File: config.mk
export PLATFORM = sky130hd
export DESIGN_NAME = aibcr3_drvleg_ramp_dec_flat
export DESIGN_NICKNAME = d
export VERILOG_FILES = /design/src/rtl/aibcr3_drvleg_pkg.sv /design/src/rtl/aibcr3_drvleg_ramp_dec_if.sv /design/src/rtl/aibcr3_drvleg_stepper.sv /design/src/rtl/aibcr3_drvleg_ramp_dec.sv /design/src/flat_wrapper.sv
export SDC_FILE = /design/constraint.sdc
export NUM_CORES = 1
export LEC_CHECK = 0
export CAP_MARGIN = 40
export CORE_ASPECT_RATIO = 0.8
export CORE_MARGIN = 3
export CORE_UTILIZATION = 40
export DETAILED_ROUTE_END_ITERATION = 6
export HOLD_SLACK_MARGIN = 0.03
export PLACE_DENSITY = 0.72
export SETUP_SLACK_MARGIN = 0.05
export SLEW_MARGIN = 0
export SYNTH_ARGS = -nofsm -noshare
export SYNTH_HDL_FRONTEND = slang
export SYNTH_HIERARCHICAL = 1
export SYNTH_SLANG_ARGS = --single-unit
export TNS_END_PERCENT = 20
File: constraint.sdc
create_clock -name clk -period 9.7 [get_ports clk]
set_clock_uncertainty 0.2 [all_clocks]
set_input_delay 1.94 -clock clk [delete_from_list [all_inputs] [get_ports clk]]
set_output_delay 1.94 -clock clk [all_outputs]
set_load 0.005 [all_outputs]
File: src/rtl/aibcr3_drvleg_pkg.sv
// Shared types and helpers for the ramped driver-leg decoder.
//   state_e : ramp controller states
//   therm() : binary leg count -> thermometer vector (LSB-first)
package aibcr3_drvleg_pkg;

  typedef enum logic [0:0] {
    IDLE = 1'b0,
    RAMP = 1'b1
  } state_e;

  // Widest leg vector therm() can build; callers size the result down.
  localparam int unsigned MAX_LEGS = 64;

  // Bit k is set iff k < count, limited to the first 'legs' bits.
  function automatic logic [MAX_LEGS-1:0] therm(input int unsigned count,
                                                input int unsigned legs);
    logic [MAX_LEGS-1:0] vec;
    vec = '0;
    for (int unsigned k = 0; k < MAX_LEGS; k++) begin
      if ((k < count) && (k < legs)) vec[k] = 1'b1;
    end
    return vec;
  endfunction

endpackage

File: src/rtl/aibcr3_drvleg_ramp_dec_if.sv
// Control/status bundle between strength CSR logic and the leg decoder.
//   enable, load, nsel_code, psel_code : from the controller
//   ready, done, nsel_outb, psel_out   : from the decoder
interface aibcr3_drvleg_ramp_dec_if #(
  parameter int unsigned CODE_W = 2
);
  localparam int unsigned LEGS = 1 << CODE_W;

  logic              enable;
  logic              load;
  logic [CODE_W-1:0] nsel_code;
  logic [CODE_W-1:0] psel_code;
  logic              ready;
  logic              done;
  logic [LEGS-1:0]   nsel_outb;
  logic [LEGS-1:0]   psel_out;

  modport master (
    output enable, load, nsel_code, psel_code,
    input  ready, done, nsel_outb, psel_out
  );

  modport slave (
    input  enable, load, nsel_code, psel_code,
    output ready, done, nsel_outb, psel_out
  );

endinterface

File: src/rtl/aibcr3_drvleg_stepper.sv
// One side's leg counter: moves one leg toward tgt_i per step strobe and
// drives the registered thermometer leg enables.
//   clk, reset : clock, synchronous active-high reset
//   clr_i      : force all legs off immediately (takes priority)
//   step_i     : advance one leg toward tgt_i
//   tgt_i      : target number of legs on (0..LEGS)
//   cnt_o      : current number of legs on
//   legs_o     : leg enables, inverted when ACT_LOW=1
module aibcr3_drvleg_stepper
  import aibcr3_drvleg_pkg::*;
#(
  parameter int unsigned CODE_W  = 2,
  parameter bit          ACT_LOW = 1'b0
) (
  input  logic                     clk,
  input  logic                     reset,
  input  logic                     clr_i,
  input  logic                     step_i,
  input  logic [CODE_W:0]          tgt_i,
  output logic [CODE_W:0]          cnt_o,
  output logic [(1 << CODE_W)-1:0] legs_o
);

  localparam int unsigned LEGS  = 1 << CODE_W;
  localparam int unsigned CNT_W = CODE_W + 1;

  logic [CNT_W-1:0] cnt_q, cnt_d;
  logic [LEGS-1:0]  legs_q, legs_d;

  // Next count; leg vector is built from it so outputs track the counter.
  always_comb begin
    cnt_d = cnt_q;
    if (clr_i) begin
      cnt_d = '0;
    end else if (step_i) begin
      if (cnt_q < tgt_i)      cnt_d = cnt_q + CNT_W'(1);
      else if (cnt_q > tgt_i) cnt_d = cnt_q - CNT_W'(1);
    end
    legs_d = LEGS'(therm(32'(cnt_d), LEGS)) ^ {LEGS{ACT_LOW}};
  end

  always_ff @(posedge clk) begin
    if (reset) begin
      cnt_q  <= '0;
      legs_q <= {LEGS{ACT_LOW}};
    end else begin
      cnt_q  <= cnt_d;
      legs_q <= legs_d;
    end
  end

  assign cnt_o  = cnt_q;
  assign legs_o = legs_q;

endmodule

File: src/rtl/aibcr3_drvleg_ramp_dec.sv
// Ramped N/P driver-strength decoder: binary strength codes become
// thermometer leg enables, changed one leg per STEP_CYC cycles to limit di/dt.
//   clk, reset : clock, synchronous active-high reset
//   bus        : enable/load/codes in; ready/done/nsel_outb/psel_out out
module aibcr3_drvleg_ramp_dec
  import aibcr3_drvleg_pkg::*;
#(
  parameter int unsigned CODE_W   = 2,
  parameter int unsigned STEP_CYC = 2
) (
  input  logic                     clk,
  input  logic                     reset,
  aibcr3_drvleg_ramp_dec_if.slave  bus
);

  localparam int unsigned LEGS  = 1 << CODE_W;
  localparam int unsigned CNT_W = CODE_W + 1;
  localparam int unsigned TMR_W = (STEP_CYC > 1) ? $clog2(STEP_CYC) : 1;

  state_e            state_q, state_d;
  logic [TMR_W-1:0]  tmr_q, tmr_d;
  logic [CODE_W-1:0] tgt_n_q, tgt_n_d, tgt_p_q, tgt_p_d;
  logic              done_q, done_d;
  logic [CNT_W-1:0]  cur_n, cur_p, tn, tp;
  logic [LEGS-1:0]   nsel_outb_w, psel_out_w;
  logic              ready_w, accept, at_tgt, step, clr;

  // True when one step (or none) brings a onto b.
  function automatic logic within_one(input logic [CNT_W-1:0] a,
                                      input logic [CNT_W-1:0] b);
    return (a == b) || ((a + CNT_W'(1)) == b) || ((b + CNT_W'(1)) == a);
  endfunction

  assign ready_w = (state_q == IDLE) & ~reset;
  assign accept  = bus.load & ready_w;

  // Codes captured only on acceptance; code k means k+1 legs when enabled.
  always_comb begin
    tgt_n_d = accept ? bus.nsel_code : tgt_n_q;
    tgt_p_d = accept ? bus.psel_code : tgt_p_q;
    tn      = bus.enable ? (CNT_W'(tgt_n_d) + CNT_W'(1)) : '0;
    tp      = bus.enable ? (CNT_W'(tgt_p_d) + CNT_W'(1)) : '0;
    at_tgt  = (cur_n == tn) && (cur_p == tp);
  end

  // Ramp controller; enable low is an immediate all-off override.
  always_comb begin
    state_d = state_q;
    tmr_d   = tmr_q;
    done_d  = 1'b0;
    step    = 1'b0;
    clr     = 1'b0;
    if (!bus.enable) begin
      clr     = 1'b1;
      state_d = IDLE;
      tmr_d   = '0;
    end else begin
      case (state_q)
        IDLE: begin
          tmr_d = '0;
          if (accept || !at_tgt) state_d = RAMP;
          // A load that changes nothing still reports completion.
          done_d = accept && at_tgt;
        end
        RAMP: begin
          if (at_tgt) begin
            state_d = IDLE;
            tmr_d   = '0;
          end else if (tmr_q == '0) begin
            step   = 1'b1;
            tmr_d  = TMR_W'(STEP_CYC - 1);
            done_d = within_one(cur_n, tn) && within_one(cur_p, tp);
          end else begin
            tmr_d = tmr_q - TMR_W'(1);
          end
        end
        default: state_d = IDLE;
      endcase
    end
  end

  always_ff @(posedge clk) begin
    if (reset) begin
      state_q <= IDLE;
      tmr_q   <= '0;
      tgt_n_q <= '0;
      tgt_p_q <= '0;
      done_q  <= 1'b0;
    end else begin
      state_q <= state_d;
      tmr_q   <= tmr_d;
      tgt_n_q <= tgt_n_d;
      tgt_p_q <= tgt_p_d;
      done_q  <= done_d;
    end
  end

  aibcr3_drvleg_stepper #(.CODE_W(CODE_W), .ACT_LOW(1'b1)) u_step_n (
    .clk    (clk),
    .reset  (reset),
    .clr_i  (clr),
    .step_i (step),
    .tgt_i  (tn),
    .cnt_o  (cur_n),
    .legs_o (nsel_outb_w)
  );

  aibcr3_drvleg_stepper #(.CODE_W(CODE_W), .ACT_LOW(1'b0)) u_step_p (
    .clk    (clk),
    .reset  (reset),
    .clr_i  (clr),
    .step_i (step),
    .tgt_i  (tp),
    .cnt_o  (cur_p),
    .legs_o (psel_out_w)
  );

  assign bus.ready     = ready_w;
  assign bus.done      = done_q;
  assign bus.nsel_outb = nsel_outb_w;
  assign bus.psel_out  = psel_out_w;

endmodule
File: src/flat_wrapper.sv
// flat-port wrapper written by rule: the top's interface ports become plain ports
module aibcr3_drvleg_ramp_dec_flat import aibcr3_drvleg_pkg::*;
#(
  parameter int unsigned CODE_W   = 2,
  parameter int unsigned STEP_CYC = 2
)
  (clk, reset, bus_enable, bus_load, bus_nsel_code, bus_psel_code, bus_ready, bus_done, bus_nsel_outb, bus_psel_out);
  aibcr3_drvleg_ramp_dec_if #(.CODE_W(CODE_W)) bus_i ();
  input  logic clk;
  input  logic reset;
  input wire logic [$bits(bus_i.enable)-1:0] bus_enable;
  input wire logic [$bits(bus_i.load)-1:0] bus_load;
  input wire logic [$bits(bus_i.nsel_code)-1:0] bus_nsel_code;
  input wire logic [$bits(bus_i.psel_code)-1:0] bus_psel_code;
  output wire logic [$bits(bus_i.ready)-1:0] bus_ready;
  output wire logic [$bits(bus_i.done)-1:0] bus_done;
  output wire logic [$bits(bus_i.nsel_outb)-1:0] bus_nsel_outb;
  output wire logic [$bits(bus_i.psel_out)-1:0] bus_psel_out;
  assign bus_i.enable = bus_enable;
  assign bus_i.load = bus_load;
  assign bus_i.nsel_code = bus_nsel_code;
  assign bus_i.psel_code = bus_psel_code;
  assign bus_ready = bus_i.ready;
  assign bus_done = bus_i.done;
  assign bus_nsel_outb = bus_i.nsel_outb;
  assign bus_psel_out = bus_i.psel_out;
  aibcr3_drvleg_ramp_dec #(.CODE_W(CODE_W), .STEP_CYC(STEP_CYC)) u_core (.clk(clk), .reset(reset), .bus(bus_i));
endmodule
---- Word-level counts from Yosys, hierarchy flattened ----
Cells that the tools add are included.
storage, ports and cells
  flip-flop bits (word level) ............. 21
  word-level logic and storage cells ...... 85
  output and inout port bits .............. 10
  input port bits ......................... 8
operators by class
  add/sub/neg operators ................... 9
  mux-type cells .......................... 33
  magnitude comparators ................... 12
  reductions and logical operators ........ 10
  equal/unequal tests ..................... 6
  bitwise operators ....................... 6
operators by type and width
  kind                                                count
  two-way mux 3 bit                                   10
  == test 3 bit                                       6
  two-way mux 1 bit                                   18
  adder 3 x 1 -> 3 bit (second input constant)        4
  < comparator 1 x 3 -> 1 bit (first input constant)  4
  < comparator 2 x 3 -> 1 bit (first input constant)  4
  adder 2 x 1 -> 3 bit (second input constant)        2
  > comparator 3 bit                                  2
  < comparator 3 bit                                  2
  case mux 1 bit (2 select lines)                     3
  subtractor 3 x 1 -> 3 bit (second input constant)   2
  logical OR 1 bit                                    5
  two-way mux 2 bit                                   2
  NOT 4 bit                                           1
  logical AND 1 bit                                   3
  NOT 1 bit                                           3
  bitwise AND 1 bit                                   2
  OR reduction 2 bit                                  1
  logical NOT 1 bit                                   1
  subtractor 1 bit (second input constant)            1

---- Logic depth before layout (Yosys ltp) ----
  word-level depth ........................ 16
  mapped depth ............................ 14
  gate-level depth less buffers ........... 13

---- Modules after synthesis ----
Netlist, hierarchy kept.
modules (own cells, without submodules)
  module                                   cells each  times used  seq. area each (um^2)  area each (um^2)
  aibcr3_drvleg_ramp_dec                   86          1           140.1                  742.0
  aibcr3_drvleg_stepper (u_core.u_step_n)  45          1           140.1                  431.7
  aibcr3_drvleg_stepper (u_core.u_step_p)  45          1           120.1                  402.9

---- Worst setup path before layout ----
No wires, ideal clock.
  kind .................................... input port to flip-flop
  start point ............................. input port reset
  end point ............................... register u_core.u_step_n.legs_q[0] (netlist: u_core/u_step_n/legs_o[0])
  path buffers ............................ 1
  setup slack ............................. 4.195 ns
  required time ........................... 9.427 ns
  cell stages on the path ................. 14
  setup time .............................. 0.073 ns
  arrival time ............................ 5.232 ns
  path through ............................ or3b_1 > buf_6 > mux2_2 > ha_1 > nor2b_1 > o32ai_1 > a21oi_1 > nor4_1 > nor3_1 > and4_1 > a41oi_2 > mux2i_2 > inv_2 > nor3_2
between the ends
  longest elaborated chain between the ends .. 16
  elaborated cells between the ends (all ways) .. 24
  those cells by class .................... 2 x add/sub; 3 x order compare; 2 x eq/ne; 12 x mux; 4 x bitwise; 1 x reduce/logical
ends and longest elaborated chain
  element                      RTL line                      RTL
  from (decl)                  flat_wrapper.sv:10            input logic reset;
  NOT 1 bit                    aibcr3_drvleg_ramp_dec.sv:34  assign ready_w = (state_q == IDLE) & ~reset;
  bitwise AND 1 bit            aibcr3_drvleg_ramp_dec.sv:34
  bitwise AND 1 bit            aibcr3_drvleg_ramp_dec.sv:35  assign accept = bus.load & ready_w;
  two-way mux 2 bit            aibcr3_drvleg_ramp_dec.sv:39  tgt_n_d = accept ? bus.nsel_code : tgt_n_q;
  named net u_core.tgt_n_d[1]  aibcr3_drvleg_ramp_dec.sv:22  logic [CODE_W-1:0] tgt_n_q, tgt_n_d, tgt_p_q, tgt_p_d;
  adder 2 x 1 -> 3 bit         aibcr3_drvleg_ramp_dec.sv:41  tn = bus.enable ? (CNT_W'(tgt_n_d) + CNT_W'(1)) : '0;
  two-way mux 3 bit            aibcr3_drvleg_ramp_dec.sv:41
  == test 3 bit                aibcr3_drvleg_ramp_dec.sv:43  at_tgt = (cur_n == tn) && (cur_p == tp);
  [2 not listed]               --
  two-way mux 1 bit            aibcr3_drvleg_ramp_dec.sv:58  case (state_q)
  two-way mux 1 bit            aibcr3_drvleg_ramp_dec.sv:53  if (!bus.enable) begin
  named net u_core.step        aibcr3_drvleg_ramp_dec.sv:26  logic ready_w, accept, at_tgt, step, clr;
  two-way mux 3 bit            aibcr3_drvleg_stepper.sv:35   end else if (step_i) begin
  two-way mux 3 bit            aibcr3_drvleg_stepper.sv:33   if (clr_i) begin
  < comparator 1 x 3 -> 1 bit  aibcr3_drvleg_pkg.sv:20       if ((k < count) && (k < legs)) vec[k] = 1'b1;
  two-way mux 1 bit            aibcr3_drvleg_pkg.sv:20
  NOT 4 bit (no source line)   --
  to (signal assigned)         aibcr3_drvleg_stepper.sv:45   legs_q <= {LEGS{ACT_LOW}};
  to (signal assigned)         aibcr3_drvleg_stepper.sv:48   legs_q <= legs_d;
  to (decl)                    aibcr3_drvleg_stepper.sv:28   logic [LEGS-1:0] legs_q, legs_d;
The timed path passes the listed nets, and every way through them passes these cells.
A chain may end at the register's enable or synchronous reset.

---- Worst setup path after layout ----
Ends and elaborated chain as after synthesis.

==> results.yml <==
logic_synthesis:
  syn_inst: 176
  yosys_warnings: 6
  ys_seq_area_share_pct: 25.4
  syn_area_per_cell_um2: 8.96
  synth_area_leaders: "dfxtp_1, ha_1, inv_1, xor2_1, nand3_1"
  synth_top_area_share_pct: 25.4
  synth_nets: 198
  yosysTopAreaCell: "dfxtp_1"
  synth_ff_type: "dfxtp_1"
  synth_edf_count: 0
  synth_cell_types: 54
  async_flop_share_pct: 0
  synth.cell_area_um2: 1580
  ys_seq_elements: 20
floorplan:
  rows: 19
  pin_count: 18
  die_w_um: 76.2
  core-area_um2: 3610
  start_util_pct: 43.6
  die-area_um2: 4740
  die_y_um: 62.2
placement:
  port_buffers: 17
  dpl.hpwl_um: 2400
  gp_congestion: 0.815
  dp.cells: 242
final_layout:
  synthToLayoutAreaGrowth_pct: 18.3
  mostFrequentLayoutCell: "dfxtp_1"
  final_cells: 246
  fin_nets: 217
  final_cell_mix: "dfxtp_1, clkdlybuf4s50_1, inv_1, ha_1"
  drive_above_1_share_pct: 13.4
  diodes: 0
  fill_cells: 357
setup_path:
  critPathKind: "in2reg"
  crit_path_start_kind: "primary input"
  critPathCapture: "u_core/u_step_n/legs_o[0]"
  rr_startpoint: "u_core/state_q"
  r2r.worst_path.cells: 14
  timing.rr.end: "u_core/u_step_n/legs_o[0]"
  required_ps: 9700
  r2r_slack_ps: 5500
  startpoint: "reset"
  crit_path_end_kind: "flip-flop"
  critPathMaxFanout: 14
  cp.arrival_ps: 6160
sta:
  fin_crit_sh_pct: 63.5
  min_period_ps: 6160
  setup_viol: 0
  relSlewSlack_pct: 57.9
  final.setup.tns_ps: 0
  slew_violations: 0
  final-hold-violation-count: 0
  max_freq_mhz: 162
  grt_setup_unrepaired: "false"
  tightest_slew_ps: 626
pwr:
  pwr-share-comb_pct: 23.3
  p_leak_uw: 0.000776
  p_per_area_nw_per_um2: 120
  p_sw_share_pct: 26.4
  seqPwrFrac_pct: 39.0
  vdd_drop_max_mv: 0.0658
  p_int_uw: 165
  p_clk_share_pct: 37.7
  p_sw_uw: 59.2
clock_network:
  post_cts_buffers: 0
  clk_pin_slew_ps: 80
  cts_max_level: 1
  cts_root_buffer: "clkbuf_8"
  cts_buffers: 3
  cts_tree: "yes"
  cts_sinks: 20
  cts-resized-gates: 0
  cts_hold_buf: 0
  clock_path_buffers: 2
  clkLatencyLatePin_ps: 260
global_routing:
  grt_max_degree: 17
  grt_pass1_wl_um: 5850
  antenna_found_initial: 0
  track_usage_pct: 14.7
  grt-ovfl-total: 0
  grt_pass1_vias: 1294
detailed_routing:
  vias: 1289
  antenna_left: 0
  routedWlPerCell_um: 13.2
  route.detailed.drc: 0
  postRouteWirelength_um: 3250
  dr.pass1.iters: 4
  drt_iter0_markers: 112
  viasPerCell: 5.24
status:
  status: "finished clean"
worst_hold_path:
  hold_path.class: "reg2reg"
run:
  maxCapViolCount: 0
synthesized netlist by cell type (2+ instances only):
cell / count
dfxtp_1: 20
inv_1: 15
ha_1: 14
nand3_1: 10
nor2_1: 10
and2_1: 7
nand2b_1: 7
nor2b_1: 6
o21ai_0: 6
xor2_1: 6
nand2_1: 5
xnor2_1: 5
a21oi_1: 4
and2b_1: 4
mux2_2: 4
nor3_1: 4
nand4b_1: 3
a211oi_1: 2
a221oi_2: 2
a22o_1: 2
and4_1: 2
clkbuf_1: 2
mux2i_2: 2
nand3b_1: 2
o22ai_1: 2
o32ai_1: 2
power by group through the flow:
stage / Sequential (uW) / Clock, uW / Combinational [uW]
final: 87.2 / 84.4 / 52.2
after global routing: 87.7 / 90.3 / 58.0
after CTS: 87.3 / 87.8 / 52.1
after detailed placement: 89.2 / 0 / 51.5
after global placement: 89.1 / 0 / 50.9
after floorplan: 88.6 / 0 / 38.4
area by class of cell:
type | instances | area (um2) | share of cell area (%)
clock buffers | 3 | 41.3 | 2.21
multi-input cells | 136 | 1090 | 58.5
flip-flops and latches | 20 | 400 | 21.5
repair buffers | 18 | 178 | 9.53
clock inverters | 1 | 30.0 | 1.61
well taps | 52 | 65.1 | 3.49
inverters | 16 | 60.1 | 3.22
kinds of logic (layout without fill, tap and decap cells):
| kind of cell | count (synthesis) | count (layout) | synth area share [%] |
|---|---|---|---|
| adder cells (fa/ha/maj) | 14 | 14 | 11.1 |
| buffers and inverters | 20 | 38 | 5.48 |
| XOR/XNOR | 11 | 11 | 6.11 |
| multiplexers | 8 | 8 | 6.19 |
| flip-flops | 20 | 20 | 25.4 |
| AND/OR/NAND/NOR | 72 | 72 | 28.3 |
| AO/OA/AOI/OAI | 31 | 31 | 17.4 |
sequential cells by signal, indices dropped and copies added (netlist names):
| register | cells |
|---|---|
| u_core/tgt_n_q | 2 |
| u_core/state_q | 1 |
| u_core/u_step_p/cnt_o | 3 |
| u_core/u_step_n/legs_o | 4 |
| u_core/tgt_p_q | 2 |
| u_core/bus.done | 1 |
| u_core/u_step_p/legs_o | 3 |
| u_core/u_step_n/cnt_o | 3 |
| u_core/tmr_q | 1 |
critical path, stage by stage:
cell and delay, ps:
clkdlybuf4s50_1 550, or3b_1 580, mux2_2 340, ha_1 360
nor2b_1 180, o32ai_1 350, a21oi_1 100, nor4_1 550
nor3_1 110, buf_4 210, and4_1 170, a41oi_2 180
mux2i_2 300, inv_2 80, nor3_2 140
metal layers:
layer	part of all wire, %	track usage, %	up-vias
li1	-	-	667
met1	52	19.9	595
met2	42	22.7	23
met3	4.7	4.77	4
met4	0.98	3.39	0
met5	0	0	-
metrics by stage:
stage               power [uW]  hold slack [ps]  instance area, um2  worst slack, ps  utilization [%]
global route               236              420                1860             3290             51.6
finish                     224              396                1860             3540             51.6
global placement           140              380                1790             3410             49.6
detailed placement         141              382                1790             3310             49.6
floorplan                  127              334                1580             4190                -
CTS                        227              401                1860             3570             51.6
how the worst min path moves through the flow:
stage | start | endpoint | slack [ps] | depth (start not counted)
after floorplan | u_core/state_q | u_core/tmr_q | 330 | 2
after global placement | u_core/tgt_n_q[1] | u_core/tgt_n_q[1] | 380 | 2
after detailed placement | u_core/tgt_n_q[1] | u_core/tgt_n_q[1] | 380 | 2
after CTS | u_core/tgt_n_q[1] | u_core/tgt_n_q[1] | 400 | 2
after global routing | u_core/tgt_n_q[1] | u_core/tgt_n_q[1] | 420 | 2
final | u_core/tgt_n_q[1] | u_core/tgt_n_q[1] | 400 | 2
(Power assumes the default switching activity.)
